<file path="src/rtl/ex_stage_exmem.sv">
// Execute stage of the 5-stage RV64 core together with the EX/MEM pipeline register.
// Forwards operands from EX/MEM and MEM/WB, runs the ALU, resolves branches,
// and raises a one-cycle flush toward IF/ID and ID/EX when a branch is taken.
module ex_stage_exmem #(
    parameter int XLEN  = 64,
    parameter int RADDR = 5
) (
    input  logic             clk,
    input  logic             reset_n,
    input  logic             stall,
    input  logic             branch,
    input  logic             memwrite,
    input  logic             memread,
    input  logic             memtoreg,
    input  logic             alusrc,
    input  logic             regwrite,
    input  logic [1:0]       ALUop,
    input  logic [XLEN-1:0]  PC,
    input  logic [XLEN-1:0]  RD1,
    input  logic [XLEN-1:0]  RD2,
    input  logic [XLEN-1:0]  Immgen,
    input  logic [3:0]       func,
    input  logic [2:0]       func3,
    input  logic [RADDR-1:0] RD,
    input  logic [RADDR-1:0] rd1,
    input  logic [RADDR-1:0] rd2,
    input  logic             wb_regwrite,
    input  logic [RADDR-1:0] wb_rd,
    input  logic [XLEN-1:0]  wb_data,
    output logic             exmem_regwrite,
    output logic             exmem_memtoreg,
    output logic             exmem_memread,
    output logic             exmem_memwrite,
    output logic [XLEN-1:0]  exmem_alu,
    output logic [XLEN-1:0]  exmem_store,
    output logic [RADDR-1:0] exmem_rd,
    output logic [XLEN-1:0]  exmem_target,
    output logic             flush
);

    logic signed [XLEN-1:0] fwd_a;
    logic signed [XLEN-1:0] fwd_b;
    logic signed [XLEN-1:0] op_b;
    logic        [XLEN-1:0] alu_res;
    logic                   taken;

    // ALU: immediate forms share the register encodings except SRAI keeps func[3]
    function automatic logic [XLEN-1:0] alu_op(
        input logic [1:0]             op,
        input logic [3:0]             fn,
        input logic                   imm,
        input logic signed [XLEN-1:0] a,
        input logic signed [XLEN-1:0] b
    );
        logic [3:0]      code;
        logic [5:0]      sh;
        logic [XLEN-1:0] r;
        code = fn;
        if (imm && fn != 4'b1101) code[3] = 1'b0;
        sh = b[5:0];
        r  = '0;
        case (op)
            2'b00: r = a + b;
            2'b01: r = a - b;
            2'b10: begin
                case (code)
                    4'b0000: r = a + b;
                    4'b1000: r = a - b;
                    4'b0111: r = a & b;
                    4'b0110: r = a | b;
                    4'b0100: r = a ^ b;
                    4'b0001: r = $unsigned(a) << sh;
                    4'b0101: r = $unsigned(a) >> sh;
                    4'b1101: r = a >>> sh;
                    4'b0010: r = {{(XLEN-1){1'b0}}, (a < b)};
                    4'b0011: r = {{(XLEN-1){1'b0}}, ($unsigned(a) < $unsigned(b))};
                    default: r = '0;
                endcase
            end
            default: r = '0;
        endcase
        return r;
    endfunction

    // Branch condition evaluated on the forwarded register operands
    function automatic logic br_cond(
        input logic [2:0]             f3,
        input logic signed [XLEN-1:0] a,
        input logic signed [XLEN-1:0] b
    );
        logic c;
        case (f3)
            3'b000:  c = (a == b);
            3'b001:  c = (a != b);
            3'b100:  c = (a < b);
            3'b101:  c = (a >= b);
            3'b110:  c = ($unsigned(a) < $unsigned(b));
            3'b111:  c = ($unsigned(a) >= $unsigned(b));
            default: c = 1'b0;
        endcase
        return c;
    endfunction

    // Operand forwarding: EX/MEM (non-load) beats MEM/WB beats register file; x0 never forwarded
    always_comb begin
        fwd_a = RD1;
        fwd_b = RD2;
        if (exmem_regwrite && !exmem_memread && exmem_rd != '0 && exmem_rd == rd1)
            fwd_a = exmem_alu;
        else if (wb_regwrite && wb_rd != '0 && wb_rd == rd1)
            fwd_a = wb_data;
        if (exmem_regwrite && !exmem_memread && exmem_rd != '0 && exmem_rd == rd2)
            fwd_b = exmem_alu;
        else if (wb_regwrite && wb_rd != '0 && wb_rd == rd2)
            fwd_b = wb_data;
        op_b    = alusrc ? Immgen : fwd_b;
        alu_res = alu_op(ALUop, func, alusrc, fwd_a, op_b);
        taken   = branch & br_cond(func3, fwd_a, fwd_b);
    end

    // ---- EX -> MEM boundary ----
    // EX/MEM register: squash to a bubble after a taken branch, otherwise hold on stall
    always_ff @(posedge clk or negedge reset_n) begin
        if (!reset_n) begin
            exmem_regwrite <= 1'b0;
            exmem_memtoreg <= 1'b0;
            exmem_memread  <= 1'b0;
            exmem_memwrite <= 1'b0;
            exmem_alu      <= '0;
            exmem_store    <= '0;
            exmem_rd       <= '0;
            exmem_target   <= '0;
            flush          <= 1'b0;
        end else if (flush) begin
            exmem_regwrite <= 1'b0;
            exmem_memtoreg <= 1'b0;
            exmem_memread  <= 1'b0;
            exmem_memwrite <= 1'b0;
            exmem_alu      <= '0;
            exmem_store    <= '0;
            exmem_rd       <= '0;
            exmem_target   <= '0;
            flush          <= 1'b0;
        end else if (!stall) begin
            exmem_regwrite <= regwrite;
            exmem_memtoreg <= memtoreg;
            exmem_memread  <= memread;
            exmem_memwrite <= memwrite;
            exmem_alu      <= alu_res;
            exmem_store    <= fwd_b;
            exmem_rd       <= RD;
            exmem_target   <= PC + Immgen;
            flush          <= taken;
        end
    end

endmodule

</file>
<file path="config.mk">
export PLATFORM = sky130hd
export DESIGN_NAME = ex_stage_exmem
export DESIGN_NICKNAME = d
export VERILOG_FILES = /design/src/rtl/ex_stage_exmem.sv
export SDC_FILE = /design/constraint.sdc
export NUM_CORES = 2
export LEC_CHECK = 0
export ABC_CLOCK_PERIOD_IN_PS = 9100
export CORE_MARGIN = 5
export CORE_UTILIZATION = 70
export DETAILED_ROUTE_END_ITERATION = 12
export DONT_BUFFER_PORTS = 1
export PLACE_DENSITY = 0.92
export RECOVER_POWER = 25
export SLEW_MARGIN = 20
export SYNTH_ARGS = -nofsm -noshare
export SYNTH_HDL_FRONTEND = slang
export SYNTH_SLANG_ARGS = --single-unit
</file>
<file path="constraint.sdc">
create_clock -name clk -period 9.1 [get_ports clk]
set_clock_uncertainty 0.05 [all_clocks]
set_input_delay 1.82 -clock clk [delete_from_list [all_inputs] [get_ports clk]]
set_output_delay 1.82 -clock clk [all_outputs]
set_load 0.1 [all_outputs]
</file>
==> results_dict.tcl, run 1 <==
set metrics [dict create \
    gp_congestion 1.48 \
    synthArstFlopShare_pct 100 \
    tool.error "[ERROR GRT-0116] Global routing finished with congestion. Check the congestion regions in the DRC Viewer." \
    yosysTopAreaCell "dfrtp_1" \
    grtUsageTotal_pct 73.8 \
    syn_inst 5343 \
    yosysMostFrequentCell "nand2_1" \
    htreeDepth 1 \
    ys.flop_type "dfrtp_1" \
    cts_buffers 26 \
    synth-seq-cells 202 \
    overflow 281 \
    dieHeight_um 241 \
    grt_max_degree 203 \
    first_global_vias 50458 \
    cts_hold_buf 0 \
    dp_hpwl_um 152000 \
    synth_largest_type_area_fraction_pct 13.5 \
    io_pins 561 \
    synthesis.nets 6027 \
    stop_stage "global routing (5_1_grt)" \
    synth_edf_count 0 \
    rows 84 \
    ys_types 111 \
    die_x_um 241 \
    grt_pass1_wl_um 333000 \
    synth_area_sq_mm 0.0374 \
    synth_area_leaders "dfrtp_1, ha_1, mux2i_1, o21ai_0, nand2_1" \
    yosys-top-cells-count "nand2_1, o21ai_0, a21oi_1" \
    status "aborted with a tool error" \
    cts.path.max_buffers 3 \
    synth_seq_area_share_pct 13.5 \
    cts_setup_buffers 0 \
    cts-resized-gates 0 \
    numClockSinks 202 \
    yosys_warnings 0 \
    place_area_sq_mm 0.0378 \
    initial_utilization_pct 70.9 \
    numPortBuffers 0 \
    cts_root_buf "clkbuf_16" \
    syn_avg_cell_area_sq_um 7.00 \
]
==> layer usage <==
layer  overflow  global-route usage (%)
met4        109                    69.8
met3         18                    64.4
met2        140                    86.3
met5          1                    36.8
met1         13                    74.0
==> stage by stage <==
stage                     std cells  setup WS (ps)  hold slack [ps]
after detailed placement       5780            885              617
after floorplan                5343           1380              921
after global placement         5780           1120              641
after CTS                      5828           1430              633
==> logic make-up after synthesis <==
family                     count (synthesis)  synth area share (%)
DFF                                      202                  13.5
buffers and inverters                    670                  7.13
muxes                                    348                  10.3
adders and majority gates                326                  11.0
and+or+nand+nor                         1675                  20.4
xor gates and xnor gates                 129                  3.02
AOI/OAI and AO/OA                       1993                  34.7
==> run 2: changes to the inputs <==
Settings changed: CORE_UTILIZATION 70 to 40, PLACE_DENSITY 0.92 to unset, PLACE_DENSITY_LB_ADDON set to 0.15.
==> results_dict.tcl, run 2 <==
set metrics [dict create \
    setup_viol_count_final 0 \
    reg2reg_from "exmem_rd[4]" \
    powerDensity_mw_per_mm2 185 \
    synth-seq-cells 202 \
    die_x_um 316 \
    place_area_sq_mm 0.0395 \
    cts-resized-gates 0 \
    synthArstFlopShare_pct 100 \
    yosys-top-cells-count "nand2_1, o21ai_0, a21oi_1" \
    crit_fanout 29 \
    final_layout_size_suffix_gt1_share_pct 8.96 \
    vias 46841 \
    internal-power_w 0.00296 \
    biggestRegsByFlops "exmem_alu: 64 flops, exmem_store: 64 flops, exmem_target: 64 flops" \
    syn_avg_cell_area_sq_um 7.00 \
    fin_crit_ps 8800 \
    critPathKind "in2reg" \
    rr_worst_depth 20 \
    final_cell_mix "nand2_1, o21ai_0, a21oi_1, nor2_1, ha_1" \
    dieHeight_um 316 \
    drcViolationCount 0 \
    min_to "exmem_rd[0]" \
    synthesis.nets 6027 \
    initial_utilization_pct 40.2 \
    dr.pass1.iters 9 \
    fin_tns_setup_ps 0 \
    max-vdd-ir-drop_mv 0.184 \
    numClockSinks 202 \
    drtIter0Drc 7347 \
    rows 112 \
    htreeDepth 1 \
    io_pins 561 \
    finalCoreUtilization_pct 43.6 \
    dp_hpwl_um 205000 \
    yosysMostFrequentCell "nand2_1" \
    ys.flop_type "dfrtp_1" \
    synth_edf_count 0 \
    wl_per_cell_um 38.9 \
    synth_seq_area_share_pct 13.5 \
    die_area_sq_mm 0.0997 \
    min_path_cells 2 \
    grt_pass1_wl_um 349000 \
    max_stage_delay_ps 920 \
    gp_congestion 1.11 \
    cts_hold_buf 0 \
    numPortBuffers 0 \
    detail-route-antenna-nets 0 \
    switching_power_w 0.00454 \
    p_leak_nw 17.2 \
    core_area_sq_mm 0.0930 \
    crit_slowest_cell "nor4b_1" \
    cts_buffers 28 \
    cp_top_family "simple AND/OR/NAND/NOR gates" \
    combPwrFrac_pct 55.8 \
    rsz0062_at_grt "no" \
    overflow 0 \
    cp-startpoint "wb_rd[4]" \
    pwr-share-clk_pct 17.0 \
    nets 5921 \
    cts_setup_buffers 0 \
    maxSlewHeadroom_pct 8.54 \
    layout_commonest_cell "nand2_1" \
    first_global_vias 43654 \
    cts_tree "done" \
    worstSetupEndpointType "register" \
    reg2reg_to "exmem_alu[52]" \
    n_fill_cell 9916 \
    syn_inst 5343 \
    synth_area_sq_mm 0.0374 \
    final.period_utilization_pct 96.7 \
    critPathArrivalTime_ps 9230 \
    yosysTopAreaCell "dfrtp_1" \
    pwr-share-seq_pct 27.3 \
    cp-start-kind "input port" \
    place_ws_ps 182 \
    clk_pin_slew_worst_paths_ps 70 \
    min_from "exmem_rd[0]" \
    antenna_found_initial 43 \
    area_delta_synth_final_pct 8.53 \
    insertion_delay_ps 630 \
    ys_types 111 \
    vias_per_cell 7.15 \
    hold_viol_final 0 \
    final_area_sq_mm 0.0406 \
    required_ps 9530 \
    reg2reg_slack_ps 650 \
    cp.buffers_inverters 4 \
    grtUsageTotal_pct 48.6 \
    yosys_warnings 0 \
    cp_common_cell "o21ai_0" \
    max_freq_mhz 114 \
    drv_cap 0 \
    cts.path.max_buffers 3 \
    synth_area_leaders "dfrtp_1, ha_1, mux2i_1, o21ai_0, nand2_1" \
    drt-total-wl_um 255000 \
    total_power_w 0.00749 \
    grt_max_degree 203 \
    fin_ws_ps 300 \
    holdCritPathClass "reg2reg" \
    switching_share_pct 60.5 \
    synth_largest_type_area_fraction_pct 13.5 \
    cts_root_buf "clkbuf_16" \
    crit_chain "xor2_1, or4b_1, nor2_4, buf_12, buf_4, mux2i_1, o21ai_0, inv_1, o21ai_0, ha_1, or3_1, nor2_1, nand2_1, nor4b_1, nor3_1, buf_4, o21ai_0, mux2i_1, xnor2_1, o211ai_1" \
    tightest_slew_ps 1360 \
    status "finished, final reports clean" \
    slew_violations 0 \
]
run 2: cell counts after synthesis:
No cell type changed its count.
run 2: layout make-up:
class	count	area (sq um)	share of cell area (%)
diodes	44	110	0.271
clock buffers	38	820	2.02
clock inverters	12	168	0.413
inverters	287	1080	2.67
multi-input cells	4471	29800	73.5
flip-flops and latches	202	5060	12.5
well taps	1254	1570	3.87
repair buffers	247	1940	4.79
run 2: cells by family (layout without fill, tap and decap cells):
| family | count (synthesis) | after routing | synth area share, % |
|---|---|---|---|
| AOI/OAI and AO/OA | 1993 | 1993 | 34.7 |
| and+or+nand+nor | 1675 | 1675 | 20.4 |
| buffers and inverters | 670 | 584 | 7.13 |
| muxes | 348 | 348 | 10.3 |
| adders and majority gates | 326 | 326 | 11.0 |
| DFF | 202 | 202 | 13.5 |
| xor gates and xnor gates | 129 | 129 | 3.02 |
| other | 0 | 44 | 0 |
run 2: per-stage QoR:
step	instances	hold WS, ps
after CTS	6511	490
after detailed placement	6461	477
final	6555	494
after global placement	6461	463
after global routing	6541	547
after floorplan	5343	921
run 2: worst max-delay path by stage:
| stage | to | slack (ps) | cells past startpoint |
|---|---|---|---|
| 2_1_floorplan | exmem_alu[62] | 1380 | 23 |
| 3_3_place_gp | exmem_alu[52] | 230 | 21 |
| 3_5_place_dp | exmem_alu[52] | 180 | 21 |
| 4_1_cts | exmem_alu[52] | 820 | 21 |
| 5_1_grt | exmem_alu[52] | 280 | 21 |
| 6_report | exmem_alu[52] | 300 | 20 |
run 2: layer usage:
layer / vias up / part of all wire, % / global-route usage (%)
li1: 19705 / - / -
met3: 844 / 13 / 17.4
met2: 3723 / 41 / 70.4
met5: - / 0.059 / 0
met4: 20 / 9.8 / 36.5
met1: 22549 / 36 / 58.8
run 2: power by group through the flow:
stage	Clock [W]	Combinational, W	Sequential [W]
2_1_floorplan	0	0.00218	0.00232
3_3_place_gp	0	0.00396	0.00206
3_5_place_dp	0	0.00394	0.00206
4_1_cts	0.00128	0.00396	0.00204
5_1_grt	0.00131	0.00429	0.00205
6_report	0.00127	0.00418	0.00204
run 2: worst reg2reg max path, stage by stage (launching register included):
cell	delay, ps
dfrtp_1	1090
xnor2_1	230
nand4_1	370
nor2_4	530
buf_12	290
buf_4	530
nand2_1	130
o21ai_0	90
inv_1	100
o21ai_0	660
ha_1	490
or3_1	480
nor2_1	670
nand2_1	350
nor4b_1	930
nor3_1	140
buf_4	220
o21ai_0	510
mux2i_1	180
xnor2_1	200
o211ai_1	110
No activity file was read; power rests on OpenSTA's default activity.
